[src/rtl/axi_stream_strip_header_pkg.sv]
// Shared definitions for the header insert/strip stream stages: byte width,
// FSM state encoding and keep/count conversion helpers.
package axi_stream_strip_header_pkg;

    localparam int unsigned BYTE_W    = 8;
    // Upper bound on bytes per beat handled by the keep helpers.
    localparam int unsigned MAX_BYTES = 64;

    typedef logic [1:0] state_t;

    localparam state_t ST_IDLE   = 2'd0;
    localparam state_t ST_FIRST  = 2'd1;
    localparam state_t ST_STREAM = 2'd2;
    localparam state_t ST_FLUSH  = 2'd3;

    // Number of valid bytes in an MSB-contiguous keep mask.
    function automatic int unsigned keep_to_cnt(input logic [MAX_BYTES-1:0] keep);
        int unsigned cnt;
        cnt = 0;
        for (int unsigned i = 0; i < MAX_BYTES; i++) begin
            cnt = cnt + 32'(keep[i]);
        end
        return cnt;
    endfunction

    // MSB-aligned mask of cnt ones inside an nbytes-wide keep field.
    function automatic logic [MAX_BYTES-1:0] cnt_to_keep(input int unsigned cnt,
                                                          input int unsigned nbytes);
        logic [MAX_BYTES-1:0] mask;
        mask = '0;
        for (int unsigned i = 0; i < MAX_BYTES; i++) begin
            if ((i < nbytes) && ((i + cnt) >= nbytes)) begin
                mask[i] = 1'b1;
            end
        end
        return mask;
    endfunction

endpackage

[src/rtl/axi_stream_byte_merge.sv]
// Combinational merge of an MSB-aligned residue with an MSB-aligned input
// beat: produces one (possibly partial) output word plus the bytes left over.
module axi_stream_byte_merge
    import axi_stream_strip_header_pkg::*;
#(
    parameter int unsigned DATA_WD = 32,
    parameter int unsigned CNT_W   = $clog2(DATA_WD / 8) + 1
) (
    input  logic [DATA_WD-1:0] res_i,
    input  logic [CNT_W-1:0]   res_cnt_i,
    input  logic [DATA_WD-1:0] data_i,
    input  logic [CNT_W-1:0]   k_i,
    output logic [DATA_WD-1:0] merged_o,
    output logic [CNT_W-1:0]   merged_cnt_o,
    output logic [DATA_WD-1:0] leftover_o,
    output logic [CNT_W-1:0]   left_cnt_o
);

    localparam int unsigned NB    = DATA_WD / BYTE_W;
    localparam int unsigned SUM_W = CNT_W + 1;
    localparam int unsigned SH    = $clog2(BYTE_W);

    logic [SUM_W-1:0] total_c;
    logic [CNT_W-1:0] take_c;

    // Input bytes fill the residue's free tail; whatever does not fit is leftover.
    always_comb begin
        total_c      = SUM_W'(res_cnt_i) + SUM_W'(k_i);
        take_c       = CNT_W'(NB) - res_cnt_i;
        merged_o     = res_i | (data_i >> {res_cnt_i, {SH{1'b0}}});
        leftover_o   = data_i << {take_c, {SH{1'b0}}};
        merged_cnt_o = CNT_W'(total_c);
        left_cnt_o   = '0;
        if (total_c >= SUM_W'(NB)) begin
            merged_cnt_o = CNT_W'(NB);
            left_cnt_o   = CNT_W'(total_c - SUM_W'(NB));
        end
    end

endmodule

[src/rtl/axi_stream_strip_header.sv]
// Strips N leading header bytes from each AXI-Stream packet and re-aligns the
// payload to full MSB-first beats. Optional header capture port is enabled by
// defining AXIS_STRIP_HDR_CAPTURE_EN; otherwise hdr outputs are tied to zero.
module axi_stream_strip_header
    import axi_stream_strip_header_pkg::*;
#(
    parameter int unsigned DATA_WD      = 32,
    parameter int unsigned DATA_BYTE_WD = DATA_WD / 8,
    parameter int unsigned BYTE_CNT_WD  = $clog2(DATA_BYTE_WD)
) (
    input  logic                      clk,
    input  logic                      rst_n,
    input  logic                      valid_in,
    input  logic [DATA_WD-1:0]        data_in,
    input  logic [DATA_BYTE_WD-1:0]   keep_in,
    input  logic                      last_in,
    output logic                      ready_in,
    output logic                      valid_out,
    output logic [DATA_WD-1:0]        data_out,
    output logic [DATA_BYTE_WD-1:0]   keep_out,
    output logic                      last_out,
    input  logic                      ready_out,
    input  logic                      valid_strip,
    input  logic [BYTE_CNT_WD:0]      byte_strip_cnt,
    output logic                      ready_strip,
    output logic                      hdr_valid_out,
    output logic [DATA_WD-1:0]        hdr_data_out
);

    localparam int unsigned CNT_W = BYTE_CNT_WD + 1;
    localparam int unsigned SH    = $clog2(BYTE_W);
    localparam logic [DATA_WD-1:0] ALL_ONES = '1;

    state_t              state_q, state_d;
    logic [CNT_W-1:0]    n_q, n_d;
    logic [DATA_WD-1:0]  res_q, res_d;
    logic [CNT_W-1:0]    res_cnt_q, res_cnt_d;

    logic                valid_q, valid_d;
    logic [DATA_WD-1:0]  data_q, data_d;
    logic [DATA_BYTE_WD-1:0] keep_q, keep_d;
    logic                last_q, last_d;

    logic                out_free_c;
    logic                in_hs_c;
    logic                first_hs_c;
    logic [CNT_W-1:0]    k_c;
    logic [DATA_WD-1:0]  data_m_c;
    logic [DATA_WD-1:0]  first_res_c;
    logic [CNT_W-1:0]    first_cnt_c;

    logic [DATA_WD-1:0]  merged_c;
    logic [CNT_W-1:0]    merged_cnt_c;
    logic [DATA_WD-1:0]  leftover_c;
    logic [CNT_W-1:0]    left_cnt_c;

    // Handshake qualifiers and first-beat split (header bytes shifted out).
    assign out_free_c  = !valid_q || ready_out;
    assign ready_in    = ((state_q == ST_FIRST) || (state_q == ST_STREAM)) && out_free_c;
    assign ready_strip = (state_q == ST_IDLE);
    assign in_hs_c     = valid_in && ready_in;
    assign first_hs_c  = in_hs_c && (state_q == ST_FIRST);
    assign k_c         = CNT_W'(keep_to_cnt(MAX_BYTES'(keep_in)));
    assign data_m_c    = data_in & ~(ALL_ONES >> {k_c, {SH{1'b0}}});
    assign first_res_c = data_m_c << {n_q, {SH{1'b0}}};
    assign first_cnt_c = k_c - n_q;

    axi_stream_byte_merge #(
        .DATA_WD (DATA_WD),
        .CNT_W   (CNT_W)
    ) u_merge (
        .res_i        (res_q),
        .res_cnt_i    (res_cnt_q),
        .data_i       (data_m_c),
        .k_i          (k_c),
        .merged_o     (merged_c),
        .merged_cnt_o (merged_cnt_c),
        .leftover_o   (leftover_c),
        .left_cnt_o   (left_cnt_c)
    );

    // Next-state: FSM, residue and the single output register.
    always_comb begin
        state_d   = state_q;
        n_d       = n_q;
        res_d     = res_q;
        res_cnt_d = res_cnt_q;
        valid_d   = valid_q && !ready_out;
        data_d    = data_q;
        keep_d    = keep_q;
        last_d    = last_q;

        case (state_q)
            ST_IDLE: begin
                if (valid_strip) begin
                    n_d     = byte_strip_cnt;
                    state_d = ST_FIRST;
                end
            end
            ST_FIRST: begin
                if (first_hs_c) begin
                    // A full first beat (N=0) or a last beat goes straight out.
                    if (last_in || (first_cnt_c == CNT_W'(DATA_BYTE_WD))) begin
                        if (first_cnt_c != '0) begin
                            valid_d = 1'b1;
                            data_d  = first_res_c;
                            keep_d  = DATA_BYTE_WD'(cnt_to_keep(32'(first_cnt_c), DATA_BYTE_WD));
                            last_d  = last_in;
                        end
                        res_d     = '0;
                        res_cnt_d = '0;
                        state_d   = last_in ? ST_IDLE : ST_STREAM;
                    end else begin
                        res_d     = first_res_c;
                        res_cnt_d = first_cnt_c;
                        state_d   = ST_STREAM;
                    end
                end
            end
            ST_STREAM: begin
                if (in_hs_c) begin
                    valid_d   = 1'b1;
                    data_d    = merged_c;
                    keep_d    = DATA_BYTE_WD'(cnt_to_keep(32'(merged_cnt_c), DATA_BYTE_WD));
                    last_d    = 1'b0;
                    res_d     = leftover_c;
                    res_cnt_d = left_cnt_c;
                    if (last_in) begin
                        if (left_cnt_c != '0) begin
                            state_d = ST_FLUSH;
                        end else begin
                            last_d    = 1'b1;
                            res_d     = '0;
                            state_d   = ST_IDLE;
                        end
                    end
                end
            end
            ST_FLUSH: begin
                if (out_free_c) begin
                    valid_d   = 1'b1;
                    data_d    = res_q;
                    keep_d    = DATA_BYTE_WD'(cnt_to_keep(32'(res_cnt_q), DATA_BYTE_WD));
                    last_d    = 1'b1;
                    res_d     = '0;
                    res_cnt_d = '0;
                    state_d   = ST_IDLE;
                end
            end
            default: state_d = ST_IDLE;
        endcase
    end

    // State and output registers.
    always_ff @(posedge clk or negedge rst_n) begin
        if (!rst_n) begin
            state_q   <= ST_IDLE;
            n_q       <= '0;
            res_q     <= '0;
            res_cnt_q <= '0;
            valid_q   <= 1'b0;
            data_q    <= '0;
            keep_q    <= '0;
            last_q    <= 1'b0;
        end else begin
            state_q   <= state_d;
            n_q       <= n_d;
            res_q     <= res_d;
            res_cnt_q <= res_cnt_d;
            valid_q   <= valid_d;
            data_q    <= data_d;
            keep_q    <= keep_d;
            last_q    <= last_d;
        end
    end

    assign valid_out = valid_q;
    assign data_out  = data_q;
    assign keep_out  = keep_q;
    assign last_out  = last_q;

`ifdef AXIS_STRIP_HDR_CAPTURE_EN
    logic               hdr_valid_q, hdr_valid_d;
    logic [DATA_WD-1:0] hdr_data_q, hdr_data_d;
    logic [DATA_WD-1:0] hdr_c;

    assign hdr_c = data_m_c & ~(ALL_ONES >> {n_q, {SH{1'b0}}});

    // Capture header bytes on the first-beat handshake; pulse valid once.
    always_comb begin
        hdr_valid_d = 1'b0;
        hdr_data_d  = hdr_data_q;
        if (first_hs_c) begin
            hdr_valid_d = 1'b1;
            hdr_data_d  = hdr_c;
        end
    end

    // Header capture registers.
    always_ff @(posedge clk or negedge rst_n) begin
        if (!rst_n) begin
            hdr_valid_q <= 1'b0;
            hdr_data_q  <= '0;
        end else begin
            hdr_valid_q <= hdr_valid_d;
            hdr_data_q  <= hdr_data_d;
        end
    end

    assign hdr_valid_out = hdr_valid_q;
    assign hdr_data_out  = hdr_data_q;
`else
    assign hdr_valid_out = 1'b0;
    assign hdr_data_out  = '0;
`endif

endmodule

[config.mk]
export PLATFORM = sky130hd
export DESIGN_NAME = axi_stream_strip_header
export DESIGN_NICKNAME = d
export VERILOG_FILES = /design/src/rtl/axi_stream_strip_header_pkg.sv /design/src/rtl/axi_stream_byte_merge.sv /design/src/rtl/axi_stream_strip_header.sv
export SDC_FILE = /design/constraint.sdc
export NUM_CORES = 1
export LEC_CHECK = 0
export ABC_AREA = 1
export BUFFER_PORTS_ARGS = -buffer_cell sky130_fd_sc_hd__buf_2
export CAP_MARGIN = 25
export CORE_MARGIN = 5
export CORE_UTILIZATION = 60
export CTS_BUF_LIST = sky130_fd_sc_hd__clkbuf_8
export CTS_CLUSTER_SIZE = 24
export DETAILED_ROUTE_END_ITERATION = 7
export GPL_TIMING_DRIVEN = 0
export PLACE_DENSITY = 0.92
export SLEW_MARGIN = 30
export SYNTH_ARGS = -nofsm -noshare
export SYNTH_HDL_FRONTEND = slang
export SYNTH_SLANG_ARGS = --single-unit
[constraint.sdc]
create_clock -name clk -period 5.6 [get_ports clk]
set_input_delay 0.28 -clock clk [delete_from_list [all_inputs] [get_ports clk]]
set_output_delay 0.28 -clock clk [all_outputs]
set_load 0.01 [all_outputs]
* Yosys cells after proc, flatten, opt, wreduce, memory -nomap -nowiden
Index checks and enable logic that the tools add are counted.
** Cells by class
- Order comparisons :: 13
- Equality and inequality tests :: 11
- Reduce and logical (&&, ||, !) cells :: 17
- Multiplexer cells :: 61
- Shifts and indexed selects :: 4
- Bitwise operators :: 3
- Add/subtract/negate cells :: 16
** Operator list (number)
- two-way mux 32 bit :: 11
- one-hot mux 32 bit (3 select lines) :: 2
- left shift 32 x 6 -> 32 bit :: 2
- >= comparator 4 x 3 -> 1 bit, second input constant :: 10
- AND 32 bit :: 1
- inverter 32 bit :: 1
- bitwise OR 32 bit :: 1
- >> shifter 32 x 6 -> 32 bit :: 1
- >> shifter 32 x 6 -> 32 bit, first input constant :: 1
- adder 2 x 3 -> 4 bit, first input constant :: 6
- two-way mux 1 bit :: 24
- two-way mux 4 bit :: 5
- two-way mux 3 bit :: 6
- two-way mux 2 bit :: 8
- adder 1 x 3 -> 4 bit, first input constant :: 3
- one-hot mux 4 bit (3 select lines) :: 1
- inequality test 2 bit, second input constant :: 5
- >= comparator 3 bit, second input constant :: 3
- one-hot mux 3 bit (3 select lines) :: 1
- nonzero test 3 bit :: 3
- one-hot mux 2 bit (4 select lines) :: 1
- one-hot mux 1 bit (3 select lines) :: 2
- AND reduction 6 bit :: 1
- AND reduction 5 bit :: 1
- other kinds (17) :: 25
** Word-level totals
- Input port bits :: 45
- Logic and storage cells :: 133
- Flip-flop bits (word level) :: 78
- Output and inout port bits :: 73

* Depth between registers and ports, before layout
- Depth after elaboration :: 11
- Mapped depth :: 18
- Depth with buffers taken out :: 17

* By module
From an unflattened synthesis, not the netlist that was laid out.
** Unflattened totals
- Cells, all modules :: 1162
- Area, all modules :: 7195.7 sq um
** Modules (own cells, without submodules)
- axi_stream_strip_header :: instances 1, area each 5805.6 sq um, cells each 859, seq. area each 1951.9 sq um
- axi_stream_byte_merge :: instances 1, area each 1390.1 sq um, cells each 303, seq. area each 0.0 sq um

* Least setup slack after synthesis
No wires, ideal clock.
- Kind :: input port to flip-flop
- From :: input keep_in[0]
- To :: register keep_q[2] (netlist: keep_out[2])
- Required time :: 5.483 ns
- Slack :: 2.472 ns
- Library setup time :: 0.117 ns
- Path buffers :: 1
- Stages :: 16
- Data arrival time :: 3.011 ns
- Path through :: fa_1 > ha_1 > ha_1 > fa_1 > xor2_1 > ha_1 > nor2_4 > nor2_2 > nor2_2 > inv_2 > nand3_2 > inv_2 > buf_4 > nand2_1 > nor2_1 > nor2_1
** Between the ends
- Longest elaborated chain between the ends :: 11
- Elaborated cells on any way between the ends :: 24
- Those cells by class :: 7 x add/sub; 3 x order compare; 3 x eq/ne; 8 x mux; 3 x reduce/logical
** Ends and longest elaborated chain
- from (decl) :: line axi_stream_strip_header.sv:15 : input logic [DATA_BYTE_WD-1:0] keep_in,
- adder 1 x 1 -> 2 bit (*) :: line axi_stream_strip_header_pkg.sv:21 : cnt = cnt + 32'(keep[i]);
- adder 2 x 1 -> 3 bit (*) :: line axi_stream_strip_header_pkg.sv:21
- adder 3 x 1 -> 3 bit (*) :: line axi_stream_strip_header_pkg.sv:21
- adder 3 x 3 -> 4 bit / subtractor 3 bit (equally long branches) :: line axi_stream_byte_merge.sv:28, axi_stream_strip_header.sv:66
- >= comparator 4 x 3 -> 1 bit / adder 2 x 3 -> 4 bit (equally long branches) :: line axi_stream_byte_merge.sv:34, axi_stream_strip_header_pkg.sv:32
- two-way mux 3 bit / >= comparator 4 x 3 -> 1 bit (equally long branches) :: line axi_stream_byte_merge.sv:34, axi_stream_strip_header_pkg.sv:32
- adder 2 x 3 -> 4 bit / two-way mux 1 bit (equally long branches) :: line axi_stream_strip_header_pkg.sv:32 : if ((i < nbytes) && ((i + cnt) >= nbytes)) begin
- >= comparator 4 x 3 -> 1 bit / two-way mux 4 bit (equally long branches) :: line axi_stream_strip_header_pkg.sv:32, axi_stream_strip_header.sv:104
- two-way mux 1 bit / two-way mux 4 bit (equally long branches) :: line axi_stream_strip_header_pkg.sv:32, axi_stream_strip_header.sv:103
- two-way mux 4 bit, on equally long branches :: line axi_stream_strip_header.sv:121, axi_stream_strip_header.sv:101
- one-hot mux 4 bit (3 select lines) :: line axi_stream_strip_header.sv:93 : case (state_q)
- to (signal assigned) :: line axi_stream_strip_header.sv:172 : keep_q <= keep_d;
- to (decl) :: line axi_stream_strip_header.sv:41 : logic [DATA_BYTE_WD-1:0] keep_q, keep_d;
Mark *: on every way between the ends. The rest lies on a longest branch, timed or not. The select of a mux whose other input is x is not followed.
A chain may end at the register's enable or synchronous reset.

* Worst setup path in the final report
- From :: input keep_in[0]
- To :: register data_q[11] (netlist: data_out[11])
** Between the ends
- Longest elaborated chain between the ends :: 11
- Elaborated cells on any way between the ends :: 21
- Those cells by class :: 4 x add/sub; 3 x eq/ne; 3 x shift; 5 x mux; 3 x bitwise; 3 x reduce/logical
** Ends and longest elaborated chain
- adder 1 x 1 -> 2 bit (*) :: line axi_stream_strip_header_pkg.sv:21
- adder 2 x 1 -> 3 bit (*) :: line axi_stream_strip_header_pkg.sv:21
- adder 3 x 1 -> 3 bit (*) :: line axi_stream_strip_header_pkg.sv:21
- >> shifter 32 x 6 -> 32 bit :: line axi_stream_strip_header.sv:64 : assign data_m_c = data_in & ~(ALL_ONES >> {k_c, {SH{1'b0}}});
- inverter 32 bit :: line axi_stream_strip_header.sv:64
- AND 32 bit :: line axi_stream_strip_header.sv:64
- left shift 32 x 6 -> 32 bit :: line axi_stream_strip_header.sv:65 : assign first_res_c = data_m_c << {n_q, {SH{1'b0}}};
- two-way mux 32 bit :: line axi_stream_strip_header.sv:104 : if (first_cnt_c != '0) begin
- two-way mux 32 bit :: line axi_stream_strip_header.sv:103 : if (last_in || (first_cnt_c == CNT_W'(DATA_BYTE_WD))) begin
- two-way mux 32 bit :: line axi_stream_strip_header.sv:101 : if (first_hs_c) begin
- one-hot mux 32 bit (3 select lines) :: line axi_stream_strip_header.sv:93
- to (signal assigned) :: line axi_stream_strip_header.sv:171 : data_q <= data_d;
- to (decl) :: line axi_stream_strip_header.sv:40 : logic [DATA_WD-1:0] data_q, data_d;
Marks and branches as above.

==> qor.yml <==
synthesis:
  synthTopCellsByCount: "nand2_1, nor2_1, nand3_1"
  seq_area_frac_synth_pct: 29.4
  ys_ff_latch: 78
  synth_area_leaders: "dfrtp_1, nand2_1, nand3_1"
  synth_area_leader_cell: "dfrtp_1"
  ys_warn_count: 0
  synth-async-reset-ratio_pct: 100
  synth_area_per_cell_um2: 6.24
  synth_edf_count: 0
  synth_most_common_cell: "nand2_1"
  syn_area_um2: 6650
  synth_flop_cell: "dfrtp_1"
  synth_cell_types: 40
  syn_inst: 1065
  synth_top_area_share_pct: 29.4
placement:
  dp_hpwl_um: 19500
  dp_slack_ps: 1810
  gp_congestion: 1.03
  io_buffer_count: 84
die:
  initial_core_util_pct: 61.3
  die_area_um2: 13300
  chipWidth_um: 115
  core_area_um2: 10800
  io_pins: 118
  fp.dieH_um: 115
  floorplan.rows: 38
finish:
  antenna_cells: 0
  nFillCells: 980
  area_delta_synth_final_pct: 14.3
  multiInputGateArea_um2: 3910
  drive_gt1_share_pct: 17.5
  seqCellArea_um2: 1950
  nNetsFinal: 1258
worst_setup_path:
  worstSetupStartpointType: "input pin"
  critPathRequiredTime_ps: 5920
  arrival_ps: 3830
  endpoint_kind: "register"
  crit_type: "input pin to register"
  crit_fanout: 10
sta:
  setup_viol: 0
  fmax_mhz: 285
  period_share_pct: 62.7
  fin_skew_ps: 9.30
  tightest_slew_ps: 815
  hold_viol_final: 0
  setup-tns-final_ps: 0
  rsz0062_at_grt: "no"
  setup_ws_ps: 2090
  period_minus_slack_ps: 3510
  relSlewSlack_pct: 45.7
  slew_viol_final: 0
routing:
  postRouteAntennaNets: 0
  firstDrtPassIters: 7
  vias: 7746
  drt_iter0_drc: 1070
  routed_wl_um: 26100
  viasPerCell: 5.79
  drc_errors: 0
  avgRoutedWirePerCell_um: 19.5
cts:
  cts_tree: "done"
  htreeDepth: 3
  cts_resized: 0
  numCtsBuffers: 9
  cts_max_path_buffers: 2
  clk_pin_slew_ps: 80
  cts.sinks: 78
  ctsRootBufferMaster: "clkbuf_8"
  clk_latency_ps: 380
global_route:
  overflow: 0
  grt_pass1_vias: 7343
  antenna_found_initial: 0
  track_usage_pct: 39.6
  grt_max_degree: 53
  grt_first_pass_wirelength_um: 39600
power:
  p_leak_nw: 4.26
  power_density_nw_per_um2: 581
  ir_worst_vdd_mv: 0.324
run_status:
  outcome: "complete, no violations"
run:
  maxCapViolCount: 0
worst_hold_path:
  hold_path.class: "input pin to register"
-- sequential cells by signal, indices dropped and copies added, names as in the netlist --
register and cells:
last_out 1, keep_out 4, res_cnt_q 3, state_q 2, res_q 32, n_q 3, valid_out 1, data_out 32
-- layer usage --
layer	global-route usage [%]	part of all wire, %	up-vias
li1	-	-	3584
met1	52.9	39	3457
met2	58.5	42	595
met3	11.7	14	110
met4	19.9	4.6	0
met5	0	0	-
-- cells in the final DEF (no fill, tap or decap), types with 10 or more instances in the layout --
cell	Yosys	routed
buf_2	27	110
buf_4	46	46
ha_1	16	16
a21oi_1	82	82
nor2_1	96	96
o21ai_0	44	44
conb_1	1	33
o211ai_1	13	13
nand2_1	401	401
dfrtp_1	78	78
clkbuf_8	0	10
nand3_1	95	95
clkbuf_1	12	12
inv_1	76	77
-- path summary, 6_finish.rpt --
| kind | from | end | slack (ps) | cells after the start |
|---|---|---|---|---|
| worst max-delay path | keep_in[0] | data_out[11] | 2090 | 16 |
| worst min-delay path | byte_strip_cnt[1] | n_q[1] | 140 | 3 |
| worst max register to register | n_q[1] | data_out[11] | 2190 | 14 |
| worst min register to register | data_out[26] | data_out[26] | 480 | 2 |
| max in group asynchronous | rst_n | res_q[20] | 4710 | 3 |
| min in group asynchronous | rst_n | keep_out[2] | 330 | 2 |
-- area by class of cell --
class                      instances  share of cell area, %
multi-input combinational        842                   51.4
tap                              140                   2.31
clock inverter                     5                  0.675
sequential                        78                   25.7
clock buffer                      10                   1.81
buffer                            91                   7.71
timing repair buffer              86                   6.11
inverter                          86                   4.28
-- metrics by stage --
step | hold WS, ps | area [um2] | util (%) | power, mW | cells
2_1_floorplan | -15.6 | 6770 | - | 2.89 | 1097
3_3_place_gp | 457 | 7370 | 67.9 | 3.77 | 1321
3_5_place_dp | 168 | 7400 | 68.3 | 3.84 | 1322
4_1_cts | 142 | 7600 | 70.1 | 4.28 | 1338
5_1_grt | 175 | 7600 | 70.1 | 4.67 | 1338
6_report | 143 | 7600 | 70.1 | 4.41 | 1338
-- worst max-delay path, cell delays in order --
cell and delay (ps):
buf_2 110, fa_1 490, ha_1 240, ha_1 360
fa_1 420, xor2_1 440, ha_1 310, nor2_4 90
nor2_2 150, nor2_2 50, inv_2 50, nand3_2 80
inv_2 150, buf_2 240, o21ai_0 240, nand2_1 110
-- where the power goes --
| part | switching [mW] | internal, mW |
|---|---|---|
| registers | 0.147 | 0.824 |
| logic | 2.10 | 0.902 |
| clock network | 0.228 | 0.213 |
-- cell families (layout without fill, tap and decap cells) --
kind of cell	Yosys count	in the layout	synth area share, %
xor+xnor	2	2	0.376
flops	78	78	29.4
other cells	1	33	0.0564
compound gates	164	164	13.6
fa+ha+maj	19	19	3.91
buf+inv	177	278	13.7
simple gates	624	624	39.0
-- repair_timing --
item	4_1_cts	5_1_grt
hold endpoints to repair	26	0
hold buffers	1	0
setup buffers	0	0
setup endpoints to repair	0	0
No activity file was read; power rests on OpenSTA's default activity.
